**src/rtl/cnn_pkg.sv**
```systemverilog
// rtl/cnn_pkg.sv - shared types and sizing helpers for the fully-connected layer control
package cnn_pkg;

  // Sequencer states of the fully-connected layer controller
  typedef enum logic [2:0] {
    FC_IDLE    = 3'd0,
    FC_FETCH   = 3'd1,
    FC_WAIT    = 3'd2,
    FC_CAPTURE = 3'd3,
    FC_STORE   = 3'd4,
    FC_DONE    = 3'd5
  } fc_state_t;

  // Integer ceiling division, used to derive the number of passes per layer
  function automatic int ceil_div(input int num, input int den);
    return (num + den - 1) / den;
  endfunction

  // Address width for a count of items; never below 1 bit even for a single pass
  function automatic int clog2_min2(input int value);
    int v;
    int w;
    v = (value < 2) ? 2 : value;
    w = 0;
    while ((1 << w) < v) w++;
    return w;
  endfunction

endpackage

```
**src/rtl/fc_result_buffer.sv**
```systemverilog
// rtl/fc_result_buffer.sv - NEURONS-slot layer result register with lane-to-slot writes
module fc_result_buffer
  import cnn_pkg::*;
#(
  parameter int BITWIDTH    = 8,
  parameter int FILTERBATCH = 1,
  parameter int NEURONS     = 10,
  parameter int PASS_AW     = 4
) (
  input  logic                              clk,
  input  logic                              rst_n,
  input  logic                              wr_en,
  input  logic [PASS_AW-1:0]                pass,
  input  logic [2*BITWIDTH*FILTERBATCH-1:0] lanes,
  output logic [2*BITWIDTH*NEURONS-1:0]     result
);

  localparam int SW = 2 * BITWIDTH;

  // Each slot is owned by exactly one (pass, lane) pair. Lanes of a partial last
  // pass that would land past NEURONS own no slot, so they are dropped for free.
  for (genvar i = 0; i < NEURONS; i++) begin : g_slot
    localparam int LANE  = i % FILTERBATCH;
    localparam int OWNER = i / FILTERBATCH;

    logic [SW-1:0] slot_q;

    // Capture the owning lane when its pass is stored; hold otherwise
    always_ff @(posedge clk or negedge rst_n) begin
      if (!rst_n) begin
        slot_q <= '0;
      end else if (wr_en && (pass == PASS_AW'(OWNER))) begin
        slot_q <= lanes[LANE*SW +: SW];
      end
    end

    assign result[i*SW +: SW] = slot_q;
  end

endmodule

```
**src/rtl/fc_scheduler.sv**
```systemverilog
// rtl/fc_scheduler.sv - pass sequencer feeding weight slices to one FullConnect datapath
module fc_scheduler
  import cnn_pkg::*;
#(
  parameter int  BITWIDTH    = 8,
  parameter int  LENGTH      = 25,
  parameter int  FILTERBATCH = 1,
  parameter int  NEURONS     = 10,
  localparam int PASSES      = ceil_div(NEURONS, FILTERBATCH),
  localparam int PASS_AW     = clog2_min2(PASSES)
) (
  input  logic                                     clk,
  input  logic                                     rst_n,
  input  logic                                     start,
  input  logic [BITWIDTH*LENGTH-1:0]               in_data,
  output logic                                     busy,
  output logic                                     done,
  output logic                                     w_rd_en,
  output logic [PASS_AW-1:0]                       w_addr,
  input  logic [BITWIDTH*LENGTH*FILTERBATCH-1:0]   w_rdata,
  input  logic [BITWIDTH*FILTERBATCH-1:0]          b_rdata,
  output logic                                     fc_clken,
  output logic [BITWIDTH*LENGTH-1:0]               fc_data,
  output logic [BITWIDTH*LENGTH*FILTERBATCH-1:0]   fc_weight,
  output logic [BITWIDTH*FILTERBATCH-1:0]          fc_bias,
  input  logic [2*BITWIDTH*FILTERBATCH-1:0]        fc_result,
  output logic [2*BITWIDTH*NEURONS-1:0]            result
);

  localparam logic [PASS_AW-1:0] LAST_PASS = PASS_AW'(PASSES - 1);

  fc_state_t          state;
  logic [PASS_AW-1:0] pass;

  // Strobes are pure decodes of the state register, so no input reaches an output
  assign busy     = (state != FC_IDLE);
  assign done     = (state == FC_DONE);
  assign w_rd_en  = (state == FC_FETCH);
  assign fc_clken = (state == FC_CAPTURE);
  assign w_addr   = pass;

  // Sequence FETCH -> WAIT -> CAPTURE -> STORE once per pass, then a one-cycle DONE
  always_ff @(posedge clk or negedge rst_n) begin
    if (!rst_n) begin
      state <= FC_IDLE;
      pass  <= '0;
    end else begin
      case (state)
        FC_IDLE: begin
          if (start) begin
            pass  <= '0;
            state <= FC_FETCH;
          end
        end
        FC_FETCH:   state <= FC_WAIT;
        FC_WAIT:    state <= FC_CAPTURE;
        FC_CAPTURE: state <= FC_STORE;
        FC_STORE: begin
          if (pass == LAST_PASS) begin
            state <= FC_DONE;
          end else begin
            pass  <= pass + PASS_AW'(1);
            state <= FC_FETCH;
          end
        end
        FC_DONE:    state <= FC_IDLE;
        default:    state <= FC_IDLE;
      endcase
    end
  end

  // Latch the input vector on an accepted start and the memory slice one cycle after the read
  always_ff @(posedge clk or negedge rst_n) begin
    if (!rst_n) begin
      fc_data   <= '0;
      fc_weight <= '0;
      fc_bias   <= '0;
    end else begin
      if ((state == FC_IDLE) && start) begin
        fc_data <= in_data;
      end
      if (state == FC_WAIT) begin
        fc_weight <= w_rdata;
        fc_bias   <= b_rdata;
      end
    end
  end

  fc_result_buffer #(
    .BITWIDTH    (BITWIDTH),
    .FILTERBATCH (FILTERBATCH),
    .NEURONS     (NEURONS),
    .PASS_AW     (PASS_AW)
  ) u_result_buffer (
    .clk    (clk),
    .rst_n  (rst_n),
    .wr_en  (state == FC_STORE),
    .pass   (pass),
    .lanes  (fc_result),
    .result (result)
  );

endmodule
```
**config.mk**
```make
export PLATFORM = sky130hd
export DESIGN_NAME = fc_scheduler
export DESIGN_NICKNAME = d
export VERILOG_FILES = /design/src/rtl/cnn_pkg.sv /design/src/rtl/fc_result_buffer.sv /design/src/rtl/fc_scheduler.sv
export SDC_FILE = /design/constraint.sdc
export NUM_CORES = 1
export LEC_CHECK = 0
export BUFFER_PORTS_ARGS = -buffer_cell sky130_fd_sc_hd__buf_2
export CAP_MARGIN = 20
export CORE_AREA = 2 2 392 394
export CTS_CLUSTER_SIZE = 12
export DETAILED_ROUTE_END_ITERATION = 6
export DIE_AREA = 0 0 394 396
export PLACE_DENSITY = 0.43
export RECOVER_POWER = 100
export SLEW_MARGIN = 0
export SYNTH_ARGS = -nofsm -noshare
export SYNTH_HDL_FRONTEND = slang
export SYNTH_SLANG_ARGS = --single-unit
```
**constraint.sdc**
```tcl
create_clock -name clk -period 2.45 [get_ports clk]
set_input_delay 0.245 -clock clk [delete_from_list [all_inputs] [get_ports clk]]
set_output_delay 0.245 -clock clk [all_outputs]
set_load 0.03 [all_outputs]
```
==> impl_metrics.sql <==
INSERT INTO impl_metrics (metric_group, metric, value, unit) VALUES
('global_route', 'antenna_found_initial', '24', ''),
('setup_path', 'crit_path_top_delay_cell', 'sky130_fd_sc_hd__and3_4', ''),
('route', 'vias_per_cell', '3.45', ''),
('setup_path', 'critical-path-top-delay-family', 'simple AND/OR/NAND/NOR gates', ''),
('place', 'port_buffers', '1002', ''),
('setup_path', 'critical_path.startpoint_type', 'register', ''),
('power', 'worst_ir_drop_vdd', '0.794', 'mV'),
('setup_path', 'critical_path_peak_fanout', '26', ''),
('yosys', 'postSynthNetCount', '1706', ''),
('yosys', 'yosysSeqAreaShare', '0.650', ''),
('yosys', 'yosysUniqueCellTypes', '37', ''),
('floorplan', 'initial_core_util', '0.146', ''),
('final_layout', 'nNetsFinal', '3189', ''),
('run_status', 'outcome', 'finished clean', ''),
('sta', 'maxSlewViolCount', '0', ''),
('sta', 'finalSetupViolations', '0', ''),
('route', 'drtPass1Iterations', '4', ''),
('sta', 'layout_min_cycle_time', '2.25', 'ns'),
('sta', 'hold_violations', '0', ''),
('yosys', 'synth_ff_type', 'sky130_fd_sc_hd__dfrtp_1', ''),
('floorplan', 'die_area', '156000', 'um2'),
('worst_hold_path', 'hold_path.startpoint', 'fc_result[0]', ''),
('route', 'drt-total-wl', '96000', 'um'),
('sta', 'rsz0062_at_grt', 'false', ''),
('setup_path', 'worstPathArrival', '2.77', 'ns'),
('clocking', 'worstSkewPairLatency', '0.66', 'ns'),
('yosys', 'synth.area.top_cells', 'sky130_fd_sc_hd__dfrtp_1 65%, sky130_fd_sc_hd__mux2_2 22%, sky130_fd_sc_hd__mux2_4 6.8%, sky130_fd_sc_hd__mux2_1 1.6%, sky130_fd_sc_hd__buf_6 0.92%', ''),
('setup_path', 'critical_path.cell_chain', 'nor2_1, and3_4, buf_12, mux2_2', ''),
('yosys', 'synthesis.area_per_instance', '17.4', 'um2'),
('final_layout', 'layoutNonFillerInstCount', '4849', ''),
('sta', 'max_slew_margin', '0.0931', ''),
('setup_path', 'cpPeakStageDelay', '0.57', 'ns'),
('final_layout', 'most_common_cell_after_layout_fill_and_taps_aside', 'sky130_fd_sc_hd__clkbuf_1', ''),
('setup_path', 'startpoint', 'state[1]$_DFFE_PN0P_', ''),
('route', 'drc_errors', '0', ''),
('setup_path', 'critPathCaptureType', 'register', ''),
('global_route', 'grt_start_max_net_pins', '63', ''),
('sta', 'timing.clock.skew', '0.0228', 'ns'),
('floorplan', 'die_height', '396', 'um'),
('power', 'pwr_density', '1420', 'nW/um2'),
('floorplan', 'num_rows', '143', ''),
('clocking', 'cts.root.buffer_cell', 'sky130_fd_sc_hd__clkbuf_16', ''),
('sta', 'max_freq', '445', 'MHz'),
('sta', 'setup-tns-final', '0', 'ns'),
('yosys', 'yosys_warnings', '0', ''),
('global_route', 'grt-ovfl-total', '0', ''),
('clocking', 'cts.clk_slew.worst_paths', '0.06', 'ns'),
('route', 'wl_per_cell', '19.8', 'um'),
('power', 'leak_pwr', '14.9', 'nW'),
('global_route', 'first_global_vias', '18102', ''),
('sta', 'final.period_utilization', '0.918', ''),
('yosys', 'synthCells', '1275', ''),
('route', 'drt-initial-drc-count', '640', ''),
('place', 'post-dp-hpwl', '75100', 'um'),
('floorplan', 'floorplan.io_pins', '1003', ''),
('clocking', 'cts.htree.levels', '3', ''),
('yosys', 'synth_edf_count', '0', ''),
('yosys', 'synth_area', '22100', 'um2'),
('final_layout', 'drive_gt1_frac', '0.372', ''),
('setup_path', 'cp_num_buf_inv', '1', ''),
('power', 'total_power', '49.8', 'mW'),
('clocking', 'number_of_gates_given_a_new_drive_strength_after_cts', '0', ''),
('clocking', 'tritoncts_num_sinks', '575', ''),
('yosys', 'ys_async_sr_fraction', '1.00', ''),
('global_route', 'groute.usage.overall', '0.121', ''),
('setup_path', 'crit_required', '2.97', 'ns'),
('setup_path', 'worst_r2r_startpoint', 'state[1]$_DFFE_PN0P_', ''),
('clocking', 'clk_path_buf_depth', '3', ''),
('route', 'route.vias.total', '16747', ''),
('final_layout', 'flow.area_growth_from_synthesis', '58.6', '%'),
('final_layout', 'mostFrequentLayoutCells', '616 x sky130_fd_sc_hd__clkbuf_1, 575 x sky130_fd_sc_hd__dfrtp_1, 438 x sky130_fd_sc_hd__mux2_2', '');
[cell usage after synthesis (2+ instances only)]
cell type and instances:
sky130_fd_sc_hd__buf_1 16, sky130_fd_sc_hd__nand2_1 3, sky130_fd_sc_hd__dfrtp_1 575, sky130_fd_sc_hd__nor2b_1 4
sky130_fd_sc_hd__o21ai_0 3, sky130_fd_sc_hd__a211oi_1 2, sky130_fd_sc_hd__ha_1 4, sky130_fd_sc_hd__or2_2 3
sky130_fd_sc_hd__nand3_1 2, sky130_fd_sc_hd__nand3_2 3, sky130_fd_sc_hd__nor2_1 2, sky130_fd_sc_hd__buf_4 24
sky130_fd_sc_hd__buf_2 21, sky130_fd_sc_hd__mux2_4 100, sky130_fd_sc_hd__and2b_1 2, sky130_fd_sc_hd__mux2_1 31
sky130_fd_sc_hd__nand4_2 2, sky130_fd_sc_hd__nand2_2 2, sky130_fd_sc_hd__mux2_2 438, sky130_fd_sc_hd__inv_1 3
sky130_fd_sc_hd__nor3b_1 2, sky130_fd_sc_hd__buf_6 18
[path summary, 6_finish.rpt]
check / slack (ns) / depth (start not counted) / endpoint
setup / recovery: 0.20 / 4 / fc_data[139]$_DFFE_PN0P_
hold / removal: 0.08 / 2 / u_result_buffer.g_slot[2].slot_q[0]$_DFFE_PN0P_
setup reg to reg: 0.20 / 4 / fc_data[139]$_DFFE_PN0P_
hold reg to reg: 0.48 / 1 / u_result_buffer.g_slot[5].slot_q[7]$_DFFE_PN0P_
max in group asynchronous: 0.45 / 3 / fc_weight[30]$_DFFE_PN0P_
min in group asynchronous: 0.44 / 2 / u_result_buffer.g_slot[8].slot_q[14]$_DFFE_PN0P_
[cell type report]
type | count | area (um2)
diodes | 6 | 15.0
clock buffers | 100 | 2000
clock inverters | 26 | 294
fillers | 16538 | 116000
inverters | 3 | 11.3
multi-input cells | 618 | 6820
flip-flops and latches | 575 | 14400
well taps | 2030 | 2540
repair buffers | 1491 | 9050
[logic make-up (layout without fill, tap and decap cells)]
group,Yosys count,count (layout),share of synthesized area
fa+ha+maj,4,4,0.00226
other cells,0,6,0
simple gates,36,36,0.0133
flops,575,575,0.650
buf+inv,82,1620,0.0253
mux,569,569,0.306
compound gates,9,9,0.00283
[layer usage]
layer,track usage,vias up,part of all wire
met5,0,-,0.00033
li1,-,7507,-
met4,0.0497,4,0.040
met3,0.0456,172,0.084
met2,0.199,620,0.49
met1,0.139,8444,0.39
[repair_timing]
action	in CTS	in global routing
buffers inserted	0	0
hold buffers	416	0
hold endpoints to repair	490	0
[worst reg2reg max path, cell delays in order, from the launching register on]
cell	delay [ns]
sky130_fd_sc_hd__dfrtp_1	0.47
sky130_fd_sc_hd__nor2_1	0.37
sky130_fd_sc_hd__and3_4	0.57
sky130_fd_sc_hd__buf_12	0.36
sky130_fd_sc_hd__mux2_2	0.37
[report_power, final]
group	internal, mW	total (mW)	switching, mW
clock	6.07	10.5	4.39
combinational	7.17	22.8	15.6
sequential	13.9	16.6	2.65
total	27.2	49.8	22.6
[stage by stage]
step,setup slack (ns),utilization,cell area (um2),hold slack (ns)
floorplan,0.459,-,22100,-0.0506
global route,0.0860,0.232,35100,0.0263
detailed placement,0.317,0.198,30000,0.334
global placement,0.298,0.198,30000,0.334
finish,0.200,0.232,35100,0.0781
CTS,0.130,0.241,36500,0.00301
[registers in the layout (all words and copies together) (netlist names)]
name                           cells
fc_data                          200
fc_weight                        200
u_result_buffer.g_slot.slot_q    160
fc_bias                            8
w_addr                             4
state                              3
No activity file was read; power rests on OpenSTA's default activity.
